`src/rtl/cargador_pkg.sv`:
```
// Shared definitions for the program loader: FSM state encodings,
// default geometry and the byte-lane selection helper.
package cargador_pkg;

  localparam int DEF_ADDR_W = 6;
  localparam int DEF_DEPTH  = 64;

  typedef enum logic [2:0] {
    ST_IDLE  = 3'd0,
    ST_LOAD  = 3'd1,
    ST_FLUSH = 3'd2,
    ST_DONE  = 3'd3,
    ST_ERR   = 3'd4
  } estado_t;

  // Lane (0 = bits [7:0], 3 = bits [31:24]) that the byte at position
  // cnt within a word lands in.
  function automatic logic [1:0] lane_idx(input logic [1:0] cnt,
                                          input logic       big_endian);
    return big_endian ? (2'd3 - cnt) : cnt;
  endfunction

endpackage

```
`src/rtl/cargador_instrucciones_empaquetador.sv`:
```
// Byte-to-word packer. Collects up to four bytes into a lane register and
// emits a registered word with a single-cycle word_ready pulse when the
// fourth byte arrives or when the stream ends early (missing lanes are 0).
module empaquetador_palabra
  import cargador_pkg::*;
#(
  parameter bit BIG_ENDIAN = 1'b1
) (
  input  logic        clk,
  input  logic        rst_n,
  input  logic        clr,
  input  logic        push,
  input  logic        last,
  input  logic [7:0]  byte_in,
  output logic [1:0]  byte_cnt,
  output logic        word_ready,
  output logic [31:0] word_data
);

  logic [3:0][7:0] lanes_q, lanes_d, merged;
  logic [1:0]      cnt_q, cnt_d;
  logic            ready_q, ready_d;
  logic [31:0]     data_q, data_d;

  // Insert the incoming byte into its lane; close the word on the fourth
  // byte or on the last byte of the stream. Lanes restart from zero for
  // every word, which is what gives the zero-fill on a short final word.
  always_comb begin
    merged  = lanes_q;
    merged[lane_idx(cnt_q, BIG_ENDIAN)] = byte_in;
    lanes_d = lanes_q;
    cnt_d   = cnt_q;
    ready_d = 1'b0;
    data_d  = data_q;
    if (clr) begin
      lanes_d = '0;
      cnt_d   = 2'd0;
    end else if (push) begin
      if (cnt_q == 2'd3 || last) begin
        ready_d = 1'b1;
        data_d  = merged;
        lanes_d = '0;
        cnt_d   = 2'd0;
      end else begin
        lanes_d = merged;
        cnt_d   = cnt_q + 2'd1;
      end
    end
  end

  // Packer state; the async reset also kills a word pulse in flight.
  always_ff @(posedge clk or negedge rst_n) begin
    if (!rst_n) begin
      lanes_q <= '0;
      cnt_q   <= 2'd0;
      ready_q <= 1'b0;
      data_q  <= '0;
    end else begin
      lanes_q <= lanes_d;
      cnt_q   <= cnt_d;
      ready_q <= ready_d;
      data_q  <= data_d;
    end
  end

  assign byte_cnt   = cnt_q;
  assign word_ready = ready_q;
  assign word_data  = data_q;

endmodule

```
`src/rtl/cargador_instrucciones.sv`:
```
// Program loader: receives a byte stream, packs it into 32-bit words and
// writes them to consecutive instruction-memory addresses while holding
// the core in reset. The core is released only after a clean load.
// DEPTH is expected to equal 2**ADDR_W.
module cargador_instrucciones
  import cargador_pkg::*;
#(
  parameter int ADDR_W        = DEF_ADDR_W,
  parameter int DEPTH         = DEF_DEPTH,
  parameter bit BIG_ENDIAN    = 1'b1,
  parameter bit HOLD_AT_RESET = 1'b1
) (
  input  logic              clk,
  input  logic              rst_n,
  input  logic              start,
  input  logic [7:0]        byte_in,
  input  logic              byte_valid,
  input  logic              byte_last,
  output logic              byte_ready,
  output logic              wr_en,
  output logic [ADDR_W-1:0] wr_addr,
  output logic [31:0]       wr_data,
  output logic              cpu_hold,
  output logic              busy,
  output logic              done,
  output logic              error,
  output logic [ADDR_W:0]   word_count
);

  localparam logic [ADDR_W:0] DEPTH_CNT = DEPTH[ADDR_W:0];
  localparam logic [ADDR_W:0] CNT_ONE   = {{ADDR_W{1'b0}}, 1'b1};

  estado_t           state_q, state_d;
  logic [ADDR_W:0]   word_count_q, word_count_d;
  logic [ADDR_W-1:0] wr_addr_q, wr_addr_d;
  logic              cpu_hold_q, cpu_hold_d;
  logic              xfer, full, push, clr, word_end;
  logic [1:0]        byte_cnt;

  assign byte_ready = (state_q == ST_LOAD);
  assign xfer       = byte_valid && byte_ready;
  // Memory already full: the next byte is an overflow and must not reach
  // the packer, so no 65th word and no address wrap.
  assign full       = (word_count_q == DEPTH_CNT);
  assign push       = xfer && !full;
  assign word_end   = push && (byte_cnt == 2'd3 || byte_last);

  empaquetador_palabra #(
    .BIG_ENDIAN (BIG_ENDIAN)
  ) u_empaquetador (
    .clk        (clk),
    .rst_n      (rst_n),
    .clr        (clr),
    .push       (push),
    .last       (byte_last),
    .byte_in    (byte_in),
    .byte_cnt   (byte_cnt),
    .word_ready (wr_en),
    .word_data  (wr_data)
  );

  // Next-state, address/count bookkeeping and core-hold control.
  always_comb begin
    state_d      = state_q;
    word_count_d = word_count_q;
    wr_addr_d    = wr_addr_q;
    cpu_hold_d   = cpu_hold_q;
    clr          = 1'b0;
    // The address is latched alongside the packer's registered word so
    // wr_addr and wr_data appear together on the write cycle.
    if (word_end) begin
      wr_addr_d    = word_count_q[ADDR_W-1:0];
      word_count_d = word_count_q + CNT_ONE;
    end
    case (state_q)
      ST_IDLE, ST_DONE, ST_ERR: begin
        if (start) begin
          state_d      = ST_LOAD;
          word_count_d = '0;
          cpu_hold_d   = 1'b1;
          clr          = 1'b1;
        end
      end
      ST_LOAD: begin
        if (xfer) begin
          if (full) begin
            state_d = ST_ERR;
          end else if (byte_last) begin
            if (byte_cnt == 2'd3) begin
              state_d    = ST_DONE;
              cpu_hold_d = 1'b0;
            end else begin
              state_d = ST_FLUSH;
            end
          end
        end
      end
      ST_FLUSH: begin
        state_d    = ST_DONE;
        cpu_hold_d = 1'b0;
      end
      default: state_d = ST_IDLE;
    endcase
  end

  // Control registers; reset aborts any load in progress.
  always_ff @(posedge clk or negedge rst_n) begin
    if (!rst_n) begin
      state_q      <= ST_IDLE;
      word_count_q <= '0;
      wr_addr_q    <= '0;
      cpu_hold_q   <= HOLD_AT_RESET;
    end else begin
      state_q      <= state_d;
      word_count_q <= word_count_d;
      wr_addr_q    <= wr_addr_d;
      cpu_hold_q   <= cpu_hold_d;
    end
  end

  assign wr_addr    = wr_addr_q;
  assign cpu_hold   = cpu_hold_q;
  assign word_count = word_count_q;
  assign busy       = (state_q == ST_LOAD) || (state_q == ST_FLUSH);
  assign done       = (state_q == ST_DONE);
  assign error      = (state_q == ST_ERR);

endmodule

```
`config.mk`:
```
export PLATFORM = sky130hd
export DESIGN_NAME = cargador_instrucciones
export DESIGN_NICKNAME = d
export VERILOG_FILES = /design/src/rtl/cargador_pkg.sv /design/src/rtl/cargador_instrucciones_empaquetador.sv /design/src/rtl/cargador_instrucciones.sv
export SDC_FILE = /design/constraint.sdc
export NUM_CORES = 1
export LEC_CHECK = 0
export BUFFER_PORTS_ARGS = -buffer_cell sky130_fd_sc_hd__clkbuf_2
export CORE_MARGIN = 10
export CORE_UTILIZATION = 50
export DETAILED_ROUTE_END_ITERATION = 8
export GPL_TIMING_DRIVEN = 1
export PLACE_DENSITY = 0.85
export SYNTH_ARGS = -nofsm -noshare
export SYNTH_HDL_FRONTEND = slang
export SYNTH_SLANG_ARGS = --single-unit
```
`constraint.sdc`:
```
create_clock -name clk -period 1.8 [get_ports clk]
set_input_delay 0.36 -clock clk [delete_from_list [all_inputs] [get_ports clk]]
set_output_delay 0.36 -clock clk [all_outputs]
set_load 0.01 [all_outputs]
```
**Word-level counts from Yosys, hierarchy flattened**

Cells that the tools add are included.

- Register bits after elaboration: 84
- Latch bits: 0
- Memory bits (writable): 0
- ROM bits: 0
- Logic and storage cells: 72
- Memories: 0

- Add/sub/neg operators: 3
- $mul: 0
- Divide/modulo/power cells: 0
- Order comparisons: 2
- Equal/unequal tests: 12
- Shift operators: 0
- Muxes and demuxes: 29
- Bitwise gates (word level): 1
- Reductions and logical operators: 14

Operators by type and width:

| kind | count |
|---|---|
| 32-bit two-way mux | 3 |
| 32-bit bitwise mux | 1 |
| 7-bit two-way mux | 3 |
| 8-bit demux with 2-bit select | 1 |
| 3-bit two-way mux | 4 |
| 1-bit two-way mux | 11 |
| 3-bit one-hot mux with 3 select lines | 1 |
| 8-bit two-way mux | 1 |
| 7-bit by 1-bit adder with 7-bit output, second input constant | 1 |
| 7-bit == test, second input constant | 1 |
| 3-bit by 2-bit == test with 1-bit output, second input constant | 2 |
| 2-bit two-way mux | 3 |
| 2-bit inequality test, second input constant | 3 |
| 3-bit AND reduction | 2 |
| 6-bit AND reduction | 1 |
| 1-bit logical AND | 4 |
| 2-bit by 1-bit inequality test with 1-bit output, second input constant | 2 |
| 3-bit by 1-bit == test with 1-bit output, second input constant | 1 |
| 3-bit == test, second input constant | 1 |
| 3-bit logical NOT | 1 |
| 2-bit by 3-bit < comparator with 1-bit output, second input constant | 1 |
| 3-bit by 2-bit inequality test with 1-bit output, second input constant | 1 |
| 1-bit one-hot mux with 3 select lines | 1 |
| 3-bit nonzero test | 1 |
| other kinds (9) | 10 |

**Longest topological paths before layout**

- Depth after elaboration: 9
- Mapped depth: 8

**By module**

Synthesis repeated with hierarchy kept, for this count alone.

- Cell total of the unflattened synthesis: 301
- Area total of the unflattened synthesis: 3906.2 um^2

Modules (own cells, without submodules):

| module | instances | cells an instance | area an instance (um^2) | seq. area each (um^2) |
|---|---|---|---|---|
| empaquetador_palabra | 1 | 201 | 2974.1 | 1676.6 |
| cargador_instrucciones | 1 | 100 | 932.1 | 426.7 |

**Worst setup path before layout**

No wires, ideal clock.

- Path kind: reg2reg
- Start: register word_count_q[0] (netlist: word_count[0])
- End: register u_empaquetador.lanes_q[16] in the netlist's numbering
- Library setup time: 0.121 ns
- Arrival time: 1.616 ns
- Path slack: 0.063 ns
- Stages on the path, launching flop included: 9
- Period minus slack after synthesis: 1.737 ns
- Path through: dfrtp_1 inv_1 ha_1 nand4bb_1 o21a_1 buf_6 and3_4 buf_6 a22o_1

- Longest elaborated chain between the ends: 4

RTL lines:

| item | line | RTL |
|---|---|---|
| from (decl) | cargador_instrucciones.sv:34 | `logic [ADDR_W:0] word_count_q, word_count_d;` |
| from (signal assigned) | cargador_instrucciones.sv:115 | `word_count_q <= word_count_d;` |
| 7-bit == test | cargador_instrucciones.sv:44 | `assign full = (word_count_q == DEPTH_CNT);` |
| 1-bit logical NOT | cargador_instrucciones.sv:45 | `assign push = xfer && !full;` |
| 1-bit logical AND | cargador_instrucciones.sv:45 |  |
| 2-bit nonzero test (no source line) | -- |  |
| to (signal assigned) | cargador_instrucciones_empaquetador.sv:59 | `lanes_q <= lanes_d;` |
| to (decl) | cargador_instrucciones_empaquetador.sv:20 | `logic [3:0][7:0] lanes_q, lanes_d, merged;` |

Every way passes these cells.
A chain may end at the register's enable or synchronous reset.

**Final worst setup path**

- Start: register state_q[2]
- End: register u_empaquetador.data_q[31] (netlist: u_empaquetador.word_data[31])

- Longest elaborated chain between the ends: 5

RTL lines:

| item | line | RTL |
|---|---|---|
| from (decl) | cargador_instrucciones.sv:33 | `estado_t state_q, state_d;` |
| from (signal assigned) | cargador_instrucciones.sv:114 | `state_q <= state_d;` |
| 3-bit by 2-bit == test with 1-bit output, or another cell as far along | cargador_instrucciones.sv:75 | `case (state_q)` |
| 3-bit OR reduction | cargador_instrucciones.sv:75 |  |
| 1-bit two-way mux | cargador_instrucciones.sv:75 |  |
| 1-bit NOT (no source line) | -- |  |
| 3-bit AND reduction (no source line) (*) | -- |  |
| to (signal assigned) | cargador_instrucciones_empaquetador.sv:62 | `data_q <= data_d;` |
| to (decl) | cargador_instrucciones_empaquetador.sv:23 | `logic [31:0] data_q, data_d;` |

Mark *: on every way between the ends. The rest lies on a longest branch, timed or not.

==> impl_results.md <==
- Synth Area in Compound Gates: 0.1985
- Footprint of the multi-input gates: 1644 um2
- Seq/Total Area, Yosys: 0.5479
- Flops & latches, synth: 84
- Top_reg_cell synth: dfrtp_1
- First-pass GRT wire length: 15,680 um
- Global route overflow: 0
- Gr usage total: 0.1686
- Final non-filler cell area: 4721 um2
- EDFF count, synth: 0
- FF+latch area: 2105 um2
- I/O Buffers: 63
- TritonCTS Sinks: 84
- Met2 Wirelength: 4715 um
- Synth Area in Adders: 0.01956
- Antenna violations before repair: 0
- Top routing layer in use: met4
- Critical Path Fanout Max: 11
- Max Fclk: 557.2 MHz
- Top cell type's share of synthesized area: 0.5411
- Post-Synthesis Cell Area: 3839 um2
- Final wirelength: 9559 um
- Wirelength per Cell: 18.35 um
- Asr flop ratio synth: 1.000
- Pre-CTS setup slack: 0.01558 ns
- Worst-path clk slew: 0.09 ns
- Pwr/cell area: 1401 nW/um2
- Worst R2R Start: state_q[2]$_DFFE_PN0P_
- Sw frac: 0.3604
- Tcrit/Tclk final: 0.9971
- Area grow syn2layout: 22.98%
- Detailed Place HPWL: 6912 um
- Sw Pwr: 2.384 mW
- DIE WIDTH: 107.6 um
- Mux cell area share after synthesis: 0.09778
- FF-to-FF path depth: 7
- Largest net degree at the start of global routing: 33
- Slew headroom: 0.6826
- Worst-Skew Late Latency: 0.36 ns
- Hold Crit Depth: 2
- DR vias: 2,967
- Drt first pass iters: 4
- Initial Utilization: 0.5209
- Synth Warn #: 0
- Die area: 11,580 um2
- Final #Nets: 436
- Drt via density: 5.695
- Cells after Synth: 334
- Mapped Nets: 353
- Diode count: 0
- Routed wl met3: 627 um
- Cell internal pwr: 4.231 mW
- Root Driver: clkbuf_8
- CTS Buffer Depth: 2
- Vias in the first global route: 3,099
- CTS tree: built
- Cell taking the most area after synthesis: dfrtp_1
- Cell Area, Placed: 4393 um2
- Largest family of logic cells by synthesized area: compound AO/OA/AOI/OAI gates
- Critical path class: register to register
- Simple-Gate Fraction of Synth Area: 0.08605
- Synth area leaders: dfrtp_1 54%, o21ai_0 9.1%, mux2i_1 8.6%
- Critical path data arrival time: 2.08 ns
- Fill cells: 556
- Hold Violations, Final: 0
- CTS buffer count: 9
- Slew @ Worst Pin: 0.4712 ns
- Tmin final: 1.795 ns
- Comb pwr share: 0.388
- DRT iter0 DRCs: 219
- Hold_sp: byte_in[6]
- Cell row count: 31
- DRC: 0
- R2r setup slk: 0.005 ns
- Leakage power: 2.244 nW
- Final Max Slew Viols: 0
- Setup-failing EPs final: 0
- Synth unique cells: 47
- Core area: 7370 um2
- DRT antenna net count: 0
- VDD IR-drop max: 0.6861 mV
- Reg-to-Reg End: u_empaquetador.word_data[31]$_DFFE_PN0P_
- Deepest level of the CTS H-tree: 3
- Worst Hold End: u_empaquetador.lanes_q[30]$_DFFE_PN0P_
- Post-synthesis xor/xnor area fraction: 0.009126
- Share of post-route cells with drive strength above 1: 0.3389
- M1 WL: 3957 um
- Clock skew: 0.006327 ns
- Sequential share of power: 0.386
- Startpoint Class: register
- RePlAce Congestion: 0.8834
- RSZ-0062 raised after global routing: true
- I/O pin count: 64
- Avg Inst Size Synth: 11.49 um2
- HP Class: input pin to register
- CP endpoint kind: register
- Die Height: 107.6 um
- Pwr Total: 6.615 mW
- Outcome: finished, final reports clean
- Max cap viols: 0
- Setup slack after layout: 0.005163 ns
- Power share of the clock group: 0.226
- Worst EP required: 2.08 ns
[final cells by class]
class	instances	share of cell area
sequential	84	0.4458
multi-input combinational	219	0.3483
timing repair buffer	96	0.1267
clock buffer	9	0.02624
tap	99	0.02624
clock inverter	7	0.02120
inverter	7	0.005566
[worst max-delay path, cell delays in order, from the launching register on]
cell      delay [ns]
dfrtp_2         0.42
buf_4           0.16
and4bb_2        0.32
o21a_1          0.22
nand2_2         0.09
buf_6           0.14
buf_4           0.18
o21ai_0         0.17
[logic make-up after synthesis]
logic type,count (synthesis)
compound gates,118
xor+xnor,4
simple gates,54
flops,84
fa+ha+maj,6
buf+inv,31
mux,37
[placed cells by master, fill, tap and decap left out, types with 3 or more instances in the layout]
master / count
nand3_1: 5
nor2_1: 5
and3_4: 3
a22o_1: 25
o31ai_1: 3
mux2_2: 4
buf_4: 29
or3_1: 3
o21ai_0: 62
clkbuf_2: 60
buf_6: 4
o21ai_2: 5
ha_1: 4
nand2_1: 8
dfrtp_1: 82
xnor2_1: 4
a21oi_4: 4
o21ai_1: 5
and2_1: 9
inv_1: 6
clkinvlp_4: 3
a21oi_1: 6
clkbuf_8: 9
mux2i_1: 33
[flip-flops by register name, indices dropped and copies added (netlist names)]
name / flops
word_count: 7
wr_addr: 6
cpu_hold: 1
u_empaquetador.word_data: 32
u_empaquetador.byte_cnt: 2
state_q: 3
u_empaquetador.lanes_q: 32
u_empaquetador.word_ready: 1
[worst max-delay path by stage]
stage / startpoint / endpoint / slack, ns / cells after the start
floorplan: word_count[0]$_DFF_PN0_ / u_empaquetador.lanes_q[16]$_DFFE_PN0P_ / 0.06 / 8
global placement: u_empaquetador.byte_cnt[0]$_DFFE_PN0P_ / u_empaquetador.lanes_q[26]$_DFFE_PN0P_ / 0.06 / 5
detailed placement: word_count[0]$_DFF_PN0_ / u_empaquetador.lanes_q[14]$_DFFE_PN0P_ / 0.02 / 7
CTS: u_empaquetador.byte_cnt[0]$_DFFE_PN0P_ / u_empaquetador.lanes_q[23]$_DFFE_PN0P_ / 0.007 / 5
global route: word_count[0]$_DFF_PN0_ / u_empaquetador.lanes_q[10]$_DFFE_PN0P_ / -0.06 / 7
finish: state_q[2]$_DFFE_PN0P_ / u_empaquetador.word_data[31]$_DFFE_PN0P_ / 0.005 / 7
[layer usage]
metal | track usage | vias up
met2 | 0.2715 | 99
met4 | 0.07252 | 0
li1 | - | 1376
met3 | 0.04671 | 21
met1 | 0.2071 | 1471
met5 | 0 | -
[power groups by stage]
stage / Sequential, mW / Combinational [mW] / Clock [mW]
floorplan: 2.70 / 1.39 / 0
global placement: 2.56 / 2.38 / 0
detailed placement: 2.59 / 2.45 / 0
CTS: 2.55 / 2.51 / 1.51
global route: 2.60 / 2.83 / 1.60
finish: 2.55 / 2.57 / 1.50
[cells in the mapped netlist (2+ instances only)]
cell and n:
clkbuf_1 10, buf_4 3, or3_1 3, a21oi_1 6
nand4bb_1 2, ha_1 6, mux2_2 4, a22o_1 25
o21ai_0 70, o31ai_1 3, nor4_1 2, nand2b_1 2
buf_6 3, and3_4 2, o21ai_1 2, dfrtp_1 83
a21oi_4 3, inv_1 7, and2_1 9, o21a_1 2
nand3_1 5, xnor2_1 4, nor4b_1 2, nand2_1 9
buf_1 2, mux2i_1 33, nor2_1 7, buf_2 6
[what timing repair did]
action,in CTS,in global routing
hold endpoints to repair,26,0
hold buffers,1,0
endpoints found under the setup margin,6,53
setup buffers,2,0
pin swaps,1,11
gates resized for setup,4,28
[stage by stage]
| stage | hold slack (ns) | std cells | TNS [ns] | util |
|---|---|---|---|---|
| floorplan | 0.06441 | 334 | 0 | - |
| global placement | 0.3086 | 502 | 0 | 0.5961 |
| detailed placement | 0.3119 | 502 | 0 | 0.5961 |
| CTS | 0.3359 | 521 | 0 | 0.6316 |
| global route | 0.3581 | 521 | -0.8534 | 0.6406 |
| finish | 0.3541 | 521 | 0 | 0.6406 |
Power figures use the tool's default switching activity.
